[src/rtl/uart_rx_packer.sv]
// UART receiver that deserialises N_WORDS frames into one wide bus and
// presents it on a valid/ready handshake. Configurable parity and stop bits.
// Reports framing, parity and overflow errors. A partial bus is discarded
// when the line stays idle too long between frames.
module uart_rx_packer #(
    parameter int CLOCKS_PER_PULSE = 2604,
    parameter int BITS_PER_WORD    = 8,
    parameter int N_WORDS          = 3,
    parameter int PARITY           = 0,
    parameter int STOP_BITS        = 1,
    parameter int GAP_TIMEOUT      = 0
) (
    input  logic                               clk,
    input  logic                               rstn,
    input  logic                               rx,
    output logic [N_WORDS*BITS_PER_WORD-1:0]   m_data,
    output logic                               m_valid,
    input  logic                               m_ready,
    output logic                               frame_err,
    output logic                               parity_err,
    output logic                               overflow
);

    localparam int BUS_W = N_WORDS * BITS_PER_WORD;
    localparam int CNT_W = $clog2(CLOCKS_PER_PULSE);
    localparam int BIT_W = $clog2(BITS_PER_WORD + 1);
    localparam int IDX_W = $clog2(N_WORDS + 1);
    localparam int GAP_W = (GAP_TIMEOUT > 0) ? $clog2(GAP_TIMEOUT + 1) : 1;

    localparam logic [CNT_W-1:0] HALF_CNT  = CNT_W'(CLOCKS_PER_PULSE / 2 - 1);
    localparam logic [CNT_W-1:0] FULL_CNT  = CNT_W'(CLOCKS_PER_PULSE - 1);
    localparam logic [BIT_W-1:0] LAST_DATA = BIT_W'(BITS_PER_WORD - 1);
    localparam logic [BIT_W-1:0] LAST_STOP = BIT_W'(STOP_BITS - 1);
    localparam logic [IDX_W-1:0] LAST_IDX  = IDX_W'(N_WORDS - 1);
    localparam logic [GAP_W-1:0] GAP_LIMIT = GAP_W'((GAP_TIMEOUT > 0) ? GAP_TIMEOUT : 0);

    typedef enum logic [2:0] {
        S_IDLE,
        S_START,
        S_DATA,
        S_PARITY,
        S_STOP
    } state_t;

    state_t                     state_reg;
    logic                       rx_meta_reg;
    logic                       rx_s_reg;
    logic [CNT_W-1:0]           clk_cnt_reg;
    logic [BIT_W-1:0]           bit_cnt_reg;
    logic [BITS_PER_WORD-1:0]   shift_reg;
    logic                       parity_bad_reg;
    logic                       stop_bad_reg;
    logic [IDX_W-1:0]           idx_reg;
    logic [GAP_W-1:0]           gap_cnt_reg;
    logic [BUS_W-1:0]           asm_buf_reg;
    logic [BUS_W-1:0]           m_data_reg;
    logic                       m_valid_reg;
    logic                       frame_err_reg;
    logic                       parity_err_reg;
    logic                       overflow_reg;

    logic [BUS_W-1:0]           bus_next;
    logic                       parity_exp;

    // Expected parity bit over the received data bits (even or odd).
    assign parity_exp = (PARITY == 2) ? ~(^shift_reg) : ^shift_reg;

    // Assembly buffer with the word just received dropped into its slot.
    genvar gi;
    generate
        for (gi = 0; gi < N_WORDS; gi++) begin : g_slot
            assign bus_next[gi*BITS_PER_WORD +: BITS_PER_WORD] =
                (idx_reg == IDX_W'(gi)) ? shift_reg
                                        : asm_buf_reg[gi*BITS_PER_WORD +: BITS_PER_WORD];
        end
    endgenerate

    assign m_data     = m_data_reg;
    assign m_valid    = m_valid_reg;
    assign frame_err  = frame_err_reg;
    assign parity_err = parity_err_reg;
    assign overflow   = overflow_reg;

    // Two-flop synchroniser for the asynchronous serial line (idles high).
    always_ff @(posedge clk or negedge rstn) begin
        if (!rstn) begin
            rx_meta_reg <= 1'b1;
            rx_s_reg    <= 1'b1;
        end else begin
            rx_meta_reg <= rx;
            rx_s_reg    <= rx_meta_reg;
        end
    end

    // Frame FSM, word packing, bus handoff and error pulses.
    always_ff @(posedge clk or negedge rstn) begin
        if (!rstn) begin
            state_reg      <= S_IDLE;
            clk_cnt_reg    <= '0;
            bit_cnt_reg    <= '0;
            shift_reg      <= '0;
            parity_bad_reg <= 1'b0;
            stop_bad_reg   <= 1'b0;
            idx_reg        <= '0;
            gap_cnt_reg    <= '0;
            asm_buf_reg    <= '0;
            m_data_reg     <= '0;
            m_valid_reg    <= 1'b0;
            frame_err_reg  <= 1'b0;
            parity_err_reg <= 1'b0;
            overflow_reg   <= 1'b0;
        end else begin
            frame_err_reg  <= 1'b0;
            parity_err_reg <= 1'b0;
            overflow_reg   <= 1'b0;
            if (m_valid_reg && m_ready) begin
                m_valid_reg <= 1'b0;
            end

            case (state_reg)
                S_IDLE: begin
                    clk_cnt_reg <= '0;
                    bit_cnt_reg <= '0;
                    if (!rx_s_reg) begin
                        state_reg   <= S_START;
                        gap_cnt_reg <= '0;
                    end else if ((GAP_TIMEOUT > 0) && (idx_reg != '0)) begin
                        if (gap_cnt_reg == GAP_LIMIT) begin
                            idx_reg     <= '0;
                            gap_cnt_reg <= '0;
                        end else begin
                            gap_cnt_reg <= gap_cnt_reg + 1'b1;
                        end
                    end
                end

                S_START: begin
                    if (clk_cnt_reg == HALF_CNT) begin
                        clk_cnt_reg <= '0;
                        // A line already back high mid-bit is noise, not a frame.
                        state_reg   <= rx_s_reg ? S_IDLE : S_DATA;
                    end else begin
                        clk_cnt_reg <= clk_cnt_reg + 1'b1;
                    end
                end

                S_DATA: begin
                    if (clk_cnt_reg == FULL_CNT) begin
                        clk_cnt_reg <= '0;
                        shift_reg   <= {rx_s_reg, shift_reg[BITS_PER_WORD-1:1]};
                        if (bit_cnt_reg == LAST_DATA) begin
                            bit_cnt_reg <= '0;
                            state_reg   <= (PARITY != 0) ? S_PARITY : S_STOP;
                        end else begin
                            bit_cnt_reg <= bit_cnt_reg + 1'b1;
                        end
                    end else begin
                        clk_cnt_reg <= clk_cnt_reg + 1'b1;
                    end
                end

                S_PARITY: begin
                    if (clk_cnt_reg == FULL_CNT) begin
                        clk_cnt_reg    <= '0;
                        parity_bad_reg <= (rx_s_reg != parity_exp);
                        state_reg      <= S_STOP;
                    end else begin
                        clk_cnt_reg <= clk_cnt_reg + 1'b1;
                    end
                end

                S_STOP: begin
                    if (clk_cnt_reg == FULL_CNT) begin
                        clk_cnt_reg <= '0;
                        if (bit_cnt_reg != LAST_STOP) begin
                            stop_bad_reg <= stop_bad_reg | ~rx_s_reg;
                            bit_cnt_reg  <= bit_cnt_reg + 1'b1;
                        end else begin
                            state_reg      <= S_IDLE;
                            bit_cnt_reg    <= '0;
                            stop_bad_reg   <= 1'b0;
                            parity_bad_reg <= 1'b0;
                            // Framing outranks parity; either drops the partial bus.
                            if (stop_bad_reg || !rx_s_reg) begin
                                frame_err_reg <= 1'b1;
                                idx_reg       <= '0;
                            end else if (parity_bad_reg) begin
                                parity_err_reg <= 1'b1;
                                idx_reg        <= '0;
                            end else if (idx_reg == LAST_IDX) begin
                                idx_reg <= '0;
                                if (!m_valid_reg || m_ready) begin
                                    m_data_reg  <= bus_next;
                                    m_valid_reg <= 1'b1;
                                end else begin
                                    overflow_reg <= 1'b1;
                                end
                            end else begin
                                asm_buf_reg <= bus_next;
                                idx_reg     <= idx_reg + 1'b1;
                            end
                        end
                    end else begin
                        clk_cnt_reg <= clk_cnt_reg + 1'b1;
                    end
                end

                default: state_reg <= S_IDLE;
            endcase
        end
    end

endmodule

[config.mk]
export PLATFORM = sky130hd
export DESIGN_NAME = uart_rx_packer
export DESIGN_NICKNAME = d
export VERILOG_FILES = /design/src/rtl/uart_rx_packer.sv
export SDC_FILE = /design/constraint.sdc
export NUM_CORES = 1
export LEC_CHECK = 0
export CORE_MARGIN = 2
export CORE_UTILIZATION = 55
export CTS_CLUSTER_DIAMETER = 80
export DETAILED_ROUTE_END_ITERATION = 7
export HOLD_SLACK_MARGIN = 0.15
export PLACE_DENSITY_LB_ADDON = 0.12
export SYNTH_ARGS = -nofsm -noshare
export SYNTH_HDL_FRONTEND = slang
export SYNTH_SLANG_ARGS = --single-unit
[constraint.sdc]
create_clock -name clk -period 3.4 [get_ports clk]
set_input_delay 0.34 -clock clk [delete_from_list [all_inputs] [get_ports clk]]
set_output_delay 0.34 -clock clk [all_outputs]
set_load 0.005 [all_outputs]
==> results of run 1 <==
-- layout make-up --
class	instances	share of cell area
sequential	77	0.447
multi-input combinational	202	0.405
timing repair buffer	33	0.0747
clock buffer	9	0.0287
tap	80	0.0232
inverter	14	0.0122
clock inverter	6	0.00956
-- per-layer routing --
layer / up-vias / track usage / share of wire / wire length [um]
met5: - / 0 / 0 / 0
met4: 0 / 0.102 / 0.020 / 138
met3: 9 / 0.0341 / 0.030 / 206
met2: 40 / 0.321 / 0.48 / 3330
met1: 1235 / 0.276 / 0.47 / 3290
li1: 1177 / - / - / -
-- critical path, delay by kind of cell (launching register included) --
family / cells / cell delay, ns
AND/OR/NAND/NOR: 3 / 0.92
buffers and inverters: 2 / 0.46
flip-flops: 1 / 0.40
multiplexers: 1 / 0.37
adder cells (fa/ha/maj): 1 / 0.16
-- logic make-up after synthesis --
logic type | share of synthesized area
and+or+nand+nor | 0.135
DFF | 0.509
buffers and inverters | 0.0310
adders and majority gates | 0.0132
AOI/OAI and AO/OA | 0.0825
xor gates and xnor gates | 0.0244
muxes | 0.204
-- stage by stage --
stage                     cell area, um^2  hold slack (ns)  power, mW  cells
final                                4320            0.122       1.55    421
after global routing                 4320            0.200       1.60    421
after CTS                            4320            0.160       1.57    421
after detailed placement             4150            0.348      0.961    406
after global placement               4150            0.354      0.961    406
after floorplan                      3790           0.0444      0.939    304
-- worst max-delay path by stage --
stage                        endpoint  slack (ns)  cells past startpoint
4_1_cts        m_data[11]$_DFFE_PN0P_        0.93                      7
3_5_place_dp   m_data[11]$_DFFE_PN0P_        0.95                      7
5_1_grt         m_data[8]$_DFFE_PN0P_        0.70                      7
2_1_floorplan  m_data[11]$_DFFE_PN0P_        1.26                      7
3_3_place_gp    m_data[7]$_DFFE_PN0P_        1.06                      7
6_report        m_data[0]$_DFFE_PN0P_        0.96                      7
-- report_power, final --
part           leakage [nW]  switching, mW  internal, mW
combinational         0.817         0.0184       0.00430
clock                0.0771          0.346         0.259
sequential             1.05        0.00133         0.917
-- cells in the final DEF (no fill, tap or decap), types with 5 or more instances in the layout --
cell,instances
dfrtp_1,75
mux2_2,63
clkdlybuf4s50_1,30
nor2_1,15
inv_1,14
nand2_1,11
clkbuf_8,9
o21ai_0,8
nor3_1,7
nand2b_1,6
nand3_1,5
a22oi_1,5
xnor2_1,5
==> metrics.md, run 1 <==
| Metric | Value |
|---|---|
| Max Cap Viol | 0 |
| Type of the worst setup path | reg -> reg |
| Fin Setup TNS | 0 ns |
| Sink Count | 77 |
| Final period utilization | 0.718 |
| Fmax | 410 MHz |
| Synth Warn # | 0 |
| Min-delay worst type | in -> async |
| Cts repair resizes | 0 |
| Cts hold-fix bufs | 0 |
| CTS max path bufs | 2 |
| Port bufs | 31 |
| Clk_lat worst skew | 0.36 ns |
| Fraction of layout cells with a size suffix above 1 | 0.284 |
| DRT antenna net count | 0 |
| RSZ-0062 raised after global routing | false |
| Fin. Hold Viols | 0 |
| Setup slack after layout | 0.960 ns |
| Worst stage delay on the critical path | 0.43 ns |
| Worst Clk Skew | 0.0121 ns |
| Dpl ws | 0.948 ns |
| Total grt overflow | 0 |
| Leak | 1.95 nW |
| Initial Util | 0.564 |
| Peak supply drop | 0.220 mV |
| Die area | 0.00757 mm^2 |
| DRT Pass-1 Iters | 4 |
| Root Driver | clkbuf_8 |
| Mapped Area | 0.00379 mm^2 |
| Die Y | 87.0 um |
| Ports | 32 |
| Main flop type after synthesis | dfrtp_1 |
| Top-area cell type share of the netlist area | 0.495 |
| Top post-synthesis cells by area | dfrtp_1 (50%), mux2_2 (19%), nor2_1 (1.5%) |
| Pwr Density | 358 mW/mm^2 |
| Gate Count Post-Synth | 304 |
| CP Launch Point | bit_cnt_reg[0]$_DFFE_PN0P_ |
| WP data required | 3.64 ns |
| Cells on worst reg2reg path | 7 |
| Die X | 87.0 um |
| Antenna violations before repair | 0 |
| H-tree levels | 3 |
| Final Core Density | 0.643 |
| TritonCTS Buffers | 9 |
| Run status | finished clean |
| Postcts setup bufs | 0 |
| Synth Register Bits | 77 |
| Arrival time worst endpoint | 2.68 ns |
| Slew Limit Fails | 0 |
| Largest net degree at the start of global routing | 78 |
| CP max FO | 24 |
| Seq/Total Area, Yosys | 0.509 |
| Number of synthesized flops with an enable pin | 0 |
| Post-Syn Nets | 312 |
| Worst reg2reg setup slack | 0.96 ns |
| Mean Syn Cell Area | 12.5 um^2 |
| Crit. End Element | flip-flop |
| Final Wtd Congestion | 0.786 |
| Vias in the first global route | 2424 |
| # diodes | 0 |
| Nets | 345 |
| Area of the multi-input gates | 0.00175 mm^2 |
| Final HPWL DP | 4.60 mm |
| Area Overhead vs Synth | 14.0% |
| Period minus WS final | 2.44 ns |
| Post-synth top cells | dfrtp_1 (75), mux2_2 (63), nor2_1 (15) |
| Reg-to-Reg Start | bit_cnt_reg[0]$_DFFE_PN0P_ |
| Post-synth ARST share | 1.00 |
| Setup violators final | 0 |
| Max reg flops | 24 |
| Row count | 30 |
| Gr usage total | 0.205 |
| Wire length per cell after detailed routing | 16.6 um |
| Count leader, synth | dfrtp_1 |
| Post-Route WL | 6.97 mm |
| Crit-path cells | inv_1 -> ha_1 -> nor3b_2 -> nand3_2 -> nor4_4 -> buf_4 -> mux2_2 |
| RR Endpoint | m_data[0]$_DFFE_PN0P_ |
| Initial DRC count | 138 |
| Via-per-instance ratio | 5.85 |
| CTS tree | yes |
| DRC Markers | 0 |
| Crit start category | flip-flop |
| Core area | 0.00672 mm^2 |
| Leading area contributor after synthesis | dfrtp_1 |
| Fill cells | 539 |
| Post-synth cell types | 58 |
| First-pass GRT wire length | 11.8 mm |
| Slew @ Worst Pin | 0.944 ns |
| Clk slew on worst S/H paths | 0.08 ns |
| FF/Latch Area | 0.00193 mm^2 |
| Crit-path slowest cell | nor3b_2 |
| Max-slew headroom | 0.371 |
| Via count | 2461 |
No activity file was read; power rests on OpenSTA's default activity.
==> inputs of run 2 (changes only) <==
Settings changed: CORE_UTILIZATION 55 to 52.
Clock period 3.4 ns to 2.2 ns, I/O delays scaled along.
==> run 2 against run 1 <==
  * Via count is 0.33% lower
  * Cell area is 4.5% higher
  * Global-route usage fell by 1.1 points
  * Clock-buffer cell count did not move
  * Largest cell class unchanged
  * Largest power group unchanged
==> metrics.md, run 2 (same netlist as run 1, synthesis figures left out) <==
| Metric | Value |
|---|---|
| Run status | finished clean (unchanged) |
| Core area | 0.00714 mm^2 (was 0.00672 mm^2) |
| Crit-path cells | ha_1 -> and4bb_4 -> nand3_4 -> nor4_4 -> mux2_2 (was inv_1 -> ha_1 -> nor3b_2 -> nand3_2 -> nor4_4 -> buf_4 -> mux2_2) |
| Area of the multi-input gates | 0.00179 mm^2 (was 0.00175 mm^2) |
| Area Overhead vs Synth | 19.1% (was 14.0%) |
| Largest net degree at the start of global routing | 44 (was 78) |
| Min-delay worst type | in -> reg (was in -> async) |
| Top Layer Used | met4 (unchanged) |
| Die X | 89.4 um (was 87.0 um) |
| Sink Count | 77 (unchanged) |
| Max Cap Viol | 0 (unchanged) |
| Total grt overflow | 0 (unchanged) |
| Fin Setup TNS | 0 ns (unchanged) |
| Hold path depth | 1 |
| Buf+Inv Stages, Crit Path | 0 (was 2) |
| Die Y | 89.4 um (was 87.0 um) |
| Final HPWL DP | 4.76 mm (was 4.60 mm) |
| Row count | 31 (was 30) |
| Vias in the first global route | 2479 (was 2424) |
| CTS tree | yes (unchanged) |
| Crit. End Element | flip-flop (unchanged) |
| DRC Markers | 0 (unchanged) |
| Clk slew on worst S/H paths | 0.08 ns (about the same) |
| Overall Power | 2.39 mW (was 1.55 mW) |
| Type of the worst setup path | reg -> reg (unchanged) |
| Wire length per cell after detailed routing | 15.5 um (was 16.6 um) |
| Slew Limit Fails | 0 (unchanged) |
| Fmax | 477 MHz (was 410 MHz) |
| Gr usage total | 0.193 (was 0.205) |
| Fraction of layout cells with a size suffix above 1 | 0.318 (was 0.284) |
| Arrival time worst endpoint | 2.33 ns (was 2.68 ns) |
| RSZ-0062 raised after global routing | false (unchanged) |
| Final Wtd Congestion | 0.822 (was 0.786) |
| Via-per-instance ratio | 5.40 (was 5.85) |
| Post-Layout Inst Area | 0.00451 mm^2 (was 0.00432 mm^2) |
| First-pass GRT wire length | 11.7 mm (was 11.8 mm) |
| Cell family with most CP delay | simple AND/OR/NAND/NOR gates (unchanged) |
| Max-slew headroom | 0.518 (was 0.371) |
| Nets | 359 (was 345) |
| Worst stage delay on the critical path | 0.51 ns (was 0.43 ns) |
| FF/Latch Area | 0.00193 mm^2 (about the same) |
| Post-DP Area | 0.00429 mm^2 (was 0.00415 mm^2) |
| Initial Util | 0.531 (was 0.564) |
| Met3 Wirelength | 233 um (was 206 um) |
| Slew @ Worst Pin | 0.705 ns (was 0.944 ns) |
| CP max FO | 9 (was 24) |
| WP data required | 2.44 ns (was 3.64 ns) |
| Layout Cells excl Fill | 454 (was 421) |
| Initial DRC count | 97 (was 138) |
| Period minus WS final | 2.10 ns (was 2.44 ns) |
| Clk_lat worst skew | 0.35 ns (was 0.36 ns) |
| Final Core Density | 0.633 (was 0.643) |
| Commonest non-fill, non-tap cells in the layout | dfrtp_1 (74), mux2_2 (63), clkdlybuf4s50_1 (30), nor2_1 (15) (was dfrtp_1 (75), mux2_2 (63), clkdlybuf4s50_1 (30), nor2_1 (15), inv_1 (14)) |
| Commonest non-fill, non-tap cell in the layout | dfrtp_1 (unchanged) |
| Ports | 32 (unchanged) |
| Stages on worst setup path | 5 (was 7) |
| Wl on met1 | 3.50 mm (was 3.29 mm) |
| CTS max path bufs | 2 (unchanged) |
| DRT Pass-1 Iters | 4 (unchanged) |
| Final period utilization | 0.954 (was 0.718) |
| Met2 Routed Length | 3.22 mm (was 3.33 mm) |
| Leak | 2.03 nW (was 1.95 nW) |
| Antenna violations before repair | 0 (unchanged) |
| Setup violators final | 0 (unchanged) |
| Pwr Density | 529 mW/mm^2 (was 358 mW/mm^2) |
| # diodes | 0 (unchanged) |
| Port bufs | 31 (unchanged) |
| H-tree levels | 3 (unchanged) |
| Worst Clk Skew | 0.00889 ns (was 0.0121 ns) |
| Crit start category | flip-flop (unchanged) |
| DRT antenna net count | 0 (unchanged) |
| Cells on worst reg2reg path | 5 (was 7) |
| Root Driver | clkbuf_8 (unchanged) |
| Inst Count DP | 437 (was 406) |
| Via count | 2453 (was 2461) |
| Max reg flops | 24 (unchanged) |
| Fin. Hold Viols | 0 (unchanged) |
| Peak supply drop | 0.360 mV (was 0.220 mV) |
| Crit-path slowest cell | nor4_4 (was nor3b_2) |
| TritonCTS Buffers | 9 (unchanged) |
| Die area | 0.00799 mm^2 (was 0.00757 mm^2) |
| Post-Route WL | 7.04 mm (was 6.97 mm) |
| Postcts setup bufs | 0 (unchanged) |
| Fill cells | 587 (was 539) |
-- run 2: final cells by class --
| class | count | share of cell area |
|---|---|---|
| Multi-Input combinational cell | 202 | 0.396 |
| Inverter | 14 | 0.0116 |
| Tap cell | 99 | 0.0274 |
| Timing Repair Buffer | 47 | 0.101 |
| Clock inverter | 6 | 0.00915 |
| Sequential cell | 77 | 0.428 |
| Clock buffer | 9 | 0.0274 |
-- run 2: path summary, 6_finish.rpt --
path | slack [ns] | from | to
max in group asynchronous | 1.19 | rstn | rx_s_reg$_DFF_PN1_
min in group asynchronous | 0.37 | rstn | clk_cnt_reg[9]$_DFFE_PN0P_
worst min register to register | 0.37 | rx_meta_reg$_DFF_PN1_ | rx_s_reg$_DFF_PN1_
worst min-delay path | 0.28 | rx | rx_meta_reg$_DFF_PN1_
worst max-delay path | 0.10 | clk_cnt_reg[1]$_DFFE_PN0P_ | asm_buf_reg[14]$_DFFE_PN0P_
worst max register to register | 0.10 | clk_cnt_reg[1]$_DFFE_PN0P_ | asm_buf_reg[14]$_DFFE_PN0P_
-- run 2: metrics by stage --
step,hold WS (ns),setup slack [ns]
final,0.277,0.102
after global routing,0.270,0.00327
after CTS,0.270,0.0317
after detailed placement,0.211,0.0545
after global placement,0.211,0.113
after floorplan,-0.0756,0.0567
-- run 2: layer usage --
layer	track usage	vias up
li1	-	1197
met1	0.274	1209
met2	0.290	38
met3	0.0536	9
met4	0.0624	0
met5	0	-
-- run 2: timing repair --
item | in CTS | in global routing
endpoints found under the hold margin | 33 | 0
setup endpoints to repair | 0 | 42
resized for setup | 0 | 11
hold buffers | 1 | 0
-- run 2: power breakdown --
group	switching, mW	internal, mW
logic	0.0319	0.0128
registers	0.000947	1.42
clock network	0.523	0.400
total	0.556	1.83
==> inputs of run 3 (changes only) <==
Settings changed: GPL_TIMING_DRIVEN set to 0.
==> run 3 against run 2 <==
  * Register-to-register slack worse by 0.04 ns
  * Cell area is 3.0% higher
  * Utilization grew 1.9 points
  * Largest cell class unchanged
==> metrics.md, run 3 (same netlist as run 1, synthesis figures left out) <==
| Metric | Value |
|---|---|
| Switch share | 0.235 (was 0.233) |
| Overall Power | 2.39 mW (about the same) |
| Root Driver | clkbuf_8 (unchanged) |
| Sw power | 562 uW (was 556 uW) |
| DRT antenna net count | 0 (unchanged) |
| # diodes | 0 (unchanged) |
| Fmax | 469 MHz (was 477 MHz) |
| Commonest non-fill, non-tap cells in the layout | dfrtp_1 (75), mux2_2 (63), clkdlybuf4s50_1 (30), nor2_1 (15), buf_4 (14) (was dfrtp_1 (74), mux2_2 (63), clkdlybuf4s50_1 (30), nor2_1 (15)) |
| Run status | finished clean (unchanged) |
| RSZ-0062 raised after global routing | true (was false) |
| Final Wtd Congestion | 0.838 (was 0.822) |
| Hold Startpoint | rx (unchanged) |
| DRT Pass-1 Iters | 6 (was 4) |
| First-pass GRT wire length | 11.9 mm (was 11.7 mm) |
| Hold path depth | 1 (unchanged) |
| Post-Layout Inst Area | 0.00465 mm^2 (was 0.00451 mm^2) |
| Leak | 2.08 nW (was 2.03 nW) |
| Setup slack after layout | 0.0661 ns (was 0.102 ns) |
| Initial Util | 0.531 (unchanged) |
| Clk network pwr share | 0.388 (was 0.387) |
| Initial DRC count | 116 (was 97) |
| Pwr Density | 515 mW/mm^2 (was 529 mW/mm^2) |
| Period minus WS final | 2.13 ns (was 2.10 ns) |
| Slew Limit Fails | 0 (unchanged) |
| Max-slew headroom | 0.461 (was 0.518) |
| Via count | 2560 (was 2453) |
| Largest net degree at the start of global routing | 46 (was 44) |
| Arrival time worst endpoint | 2.36 ns (was 2.33 ns) |
| Post-DP Area | 0.00425 mm^2 (was 0.00429 mm^2) |
| Port bufs | 31 (unchanged) |
| Gate power share | 0.018 (was 0.019) |
| Type of the worst setup path | reg -> reg (unchanged) |
| Fraction of layout cells with a size suffix above 1 | 0.344 (was 0.318) |
| Nets | 370 (was 359) |
| Wire length per cell after detailed routing | 15.9 um (was 15.5 um) |
| Clk_lat worst skew | 0.35 ns (about the same) |
| Post-Route WL | 7.41 mm (was 7.04 mm) |
| Gr usage total | 0.196 (was 0.193) |
| CP Launch Point | clk_cnt_reg[0]$_DFFE_PN0P_ (was clk_cnt_reg[1]$_DFFE_PN0P_) |
| Ports | 32 (unchanged) |
| Final Core Density | 0.651 (was 0.633) |
| Max Cap Viol | 0 (unchanged) |
| Reg-to-Reg Start | clk_cnt_reg[0]$_DFFE_PN0P_ (was clk_cnt_reg[1]$_DFFE_PN0P_) |
| Worst Clk Skew | 0.0110 ns (was 0.00889 ns) |
| Die X | 89.4 um (unchanged) |
| Cells on worst reg2reg path | 7 (was 5) |
| CTS max path bufs | 2 (unchanged) |
| Final period utilization | 0.970 (was 0.954) |
| Min-delay worst type | in -> reg (unchanged) |
| WP data required | 2.43 ns (was 2.44 ns) |
| Commonest non-fill, non-tap cell in the layout | dfrtp_1 (unchanged) |
| Slew @ Worst Pin | 0.806 ns (was 0.705 ns) |
| Final HPWL DP | 4.79 mm (was 4.76 mm) |
| Crit. End Element | flip-flop (unchanged) |
| Die area | 0.00799 mm^2 (unchanged) |
| H-tree levels | 3 (unchanged) |
| Row count | 31 (unchanged) |
| Setup violators final | 0 (unchanged) |
| Via-per-instance ratio | 5.51 (was 5.40) |
| TritonCTS Buffers | 9 (unchanged) |
| CTS tree | yes (unchanged) |
| Clk slew on worst S/H paths | 0.08 ns (about the same) |
| CP max FO | 8 (was 9) |
| Core area | 0.00714 mm^2 (unchanged) |
| Seq pwr share | 0.593 (was 0.594) |
| Area Overhead vs Synth | 22.6% (was 19.1%) |
| DRC Markers | 0 (unchanged) |
| Peak supply drop | 0.365 mV (was 0.360 mV) |
| Int Power | 1.83 mW (about the same) |
| Die Y | 89.4 um (unchanged) |
| Sink Count | 77 (unchanged) |
| Fin. Hold Viols | 0 (unchanged) |
| Max reg flops | 24 (unchanged) |
| Total grt overflow | 0 (unchanged) |
| Vias in the first global route | 2497 (was 2479) |
| Crit start category | flip-flop (unchanged) |
| Dpl ws | -0.335 ns (was 0.0545 ns) |
| Antenna violations before repair | 0 (unchanged) |
-- run 3: power groups by stage --
stage	Combinational (mW)	Sequential [mW]	Clock (mW)
global route	0.0514	1.42	1.01
global placement	0.0385	1.45	0
floorplan	0.00431	1.45	0
finish	0.0439	1.42	0.929
CTS	0.0458	1.42	0.944
detailed placement	0.0444	1.45	0
-- run 3: metrics by stage --
stage          hold slack (ns)  TNS (ns)  instances
2_1_floorplan          -0.0756         0        304
3_3_place_gp             0.357   -147.58        434
3_5_place_dp             0.193     -9.36        435
4_1_cts                  0.269         0        460
5_1_grt                  0.271   -0.0163        465
6_report                 0.275         0        465
-- run 3: path summary, 6_finish.rpt --
| path | to | slack, ns |
|---|---|---|
| setup / recovery | shift_reg[7]$_DFFE_PN0P_ | 0.07 |
| hold / removal | rx_meta_reg$_DFF_PN1_ | 0.27 |
| setup reg to reg | shift_reg[7]$_DFFE_PN0P_ | 0.07 |
| hold reg to reg | rx_s_reg$_DFF_PN1_ | 0.37 |
| max in group asynchronous | rx_meta_reg$_DFF_PN1_ | 1.19 |
| min in group asynchronous | bit_cnt_reg[0]$_DFFE_PN0P_ | 0.38 |
-- run 3: worst max-delay path, stage by stage, from the launching register on --
cell,delay [ns]
dfrtp_1,0.44
ha_4,0.18
and4bb_4,0.29
nand3_4,0.15
buf_4,0.18
or2_2,0.28
buf_2,0.20
mux2_2,0.29
-- run 3: layout make-up --
class | instances | area (um^2)
multi-input combinational | 202 | 1830
tap | 99 | 124
fill | 578 | 2490
clock inverter | 6 | 41.3
sequential | 77 | 1930
timing repair buffer | 47 | 469
inverter | 14 | 52.6
clock buffer | 9 | 124
buffer | 11 | 80.1
-- run 3: layer usage --
metal  up-vias  routed length [um]  global-route usage
li1       1227                   -                   -
met1      1273                3580               0.283
met2        50                3510               0.294
met3        10                 220              0.0351
met4         0                  97              0.0801
met5         -                   0                   0
-- run 3: what timing repair did --
item | 4_1_cts | 5_1_grt
buffers inserted | 8 | 4
pin swaps | 1 | 4
hold endpoints to repair | 32 | 0
gates resized for setup | 5 | 23
gates cloned | 1 | 1
hold buffers | 1 | 0
endpoints found under the setup margin | 41 | 56
==> RTL change (settings of run 1) <==
Change the parameter `BITS_PER_WORD` from 8 to 32.
--- a/src/rtl/uart_rx_packer.sv
+++ b/src/rtl/uart_rx_packer.sv
@@ -6,3 +6,3 @@
     parameter int CLOCKS_PER_PULSE = 2604,
-    parameter int BITS_PER_WORD    = 8,
+    parameter int BITS_PER_WORD    = 32,
     parameter int N_WORDS          = 3,
Ports: changed (resized m_data); port bits go from 32 to 104. The function was not compared with the original's and may differ.
==> RTL change against run 1 <==
- routed wire length grew to 2.7 times the old value
- design area grew to 2.7 times the old value
- synthesized area grew to 2.5 times the old value
- combinational power grew to 2.9 times the old value
- sequential cell count grew 146
- setup slack lost 0.42 ns
- clock skew shrank 0.0043 ns
- sequential power grew to 2.9 times the old value
- power grew to 3.5 times the old value
- via count grew 150%
- critical path depth shrank 2
- global-route usage grew 0.89 points
- clock power grew to 4.3 times the old value
- critical endpoint is now asm_buf_reg[59]$_DFFE_PN0P_
- highest routed layer unchanged
==> RTL change: results <==
{
  "via_per_inst": 5.47,
  "n_all_buffers": 113,
  "worstSkewPairLatency_ns": 0.51,
  "drtIter0Drc": 369,
  "inverters": 7,
  "p_comb_uw": 64.7,
  "arrival_ns": 3.24,
  "syn-instance-count": 789,
  "nFillCells": 1250,
  "r2r_start": "state_reg[0]$_DFFE_PN0P_",
  "vdd_drop_max_mv": 0.389,
  "grt_start_max_net_pins": 161,
  "clkCellAreaFrac_pct": 6.94,
  "clock_buffers": 36,
  "synth_xor_area_share_pct": 3.78,
  "swShare_pct": 20.1,
  "dp_slack_ns": 0.566,
  "root_buffer": "clkbuf_16",
  "gp_congestion": 0.863,
  "cpPeakStageDelay_ns": 0.55,
  "fin_skew_ns": 0.00783,
  "first_global_vias": 6247,
  "multi_input_area_mm2": 0.00380,
  "hpwl_mm": 12.0,
  "total_leakage_power_nw": 5.77,
  "cts_buffers": 24,
  "gr-usage-met1_pct": 29.1,
  "power_density_mw_per_mm2": 460,
  "status": "completed",
  "min_path_type": "primary input to flip-flop",
  "htree_num_levels": 1,
  "path_max_fanout": 33,
  "seq_cells": 223,
  "synth.area.mux_share_pct": 21.8,
  "layout-drive-gt1-share_pct": 21.9,
  "nonClkBufAreaFrac_pct": 9.79,
  "tightest_slew_ns": 1.13,
  "gr-usage-met2_pct": 35.4,
  "synth_nets": 797,
  "hold_ws_ns": 0.234,
  "nets": 867,
  "place_area_mm2": 0.0108,
  "finalPower_mw": 5.35,
  "hold_buffers": 1,
  "yosys.area_share.adder_pct": 0.636,
  "routed_wl_mm": 19.1,
  "seq_share_pct": 48.0,
  "grt_pass1_wl_mm": 31.7,
  "yosys.cell_types.count": 47,
  "clk_pin_slew_ns": 0.06
}
-- RTL change: worst max-delay path by stage --
stage,startpoint,to,slack [ns]
CTS,state_reg[0]$_DFFE_PN0P_,asm_buf_reg[32]$_DFFE_PN0P_,0.56
finish,state_reg[0]$_DFFE_PN0P_,asm_buf_reg[59]$_DFFE_PN0P_,0.54
detailed placement,state_reg[0]$_DFFE_PN0P_,asm_buf_reg[49]$_DFFE_PN0P_,0.57
global placement,state_reg[0]$_DFFE_PN0P_,asm_buf_reg[50]$_DFFE_PN0P_,0.66
global route,bit_cnt_reg[0]$_DFFE_PN0P_,asm_buf_reg[33]$_DFFE_PN0P_,0.38
floorplan,clk_cnt_reg[2]$_DFFE_PN0P_,bit_cnt_reg[4]$_DFFE_PN0P_,1.01
-- RTL change: routing by layer --
layer | share of wire (%) | up-vias
met5 | 0 | -
met4 | 2.1 | 0
met3 | 4.4 | 33
met2 | 48 | 133
met1 | 46 | 3035
li1 | - | 2831
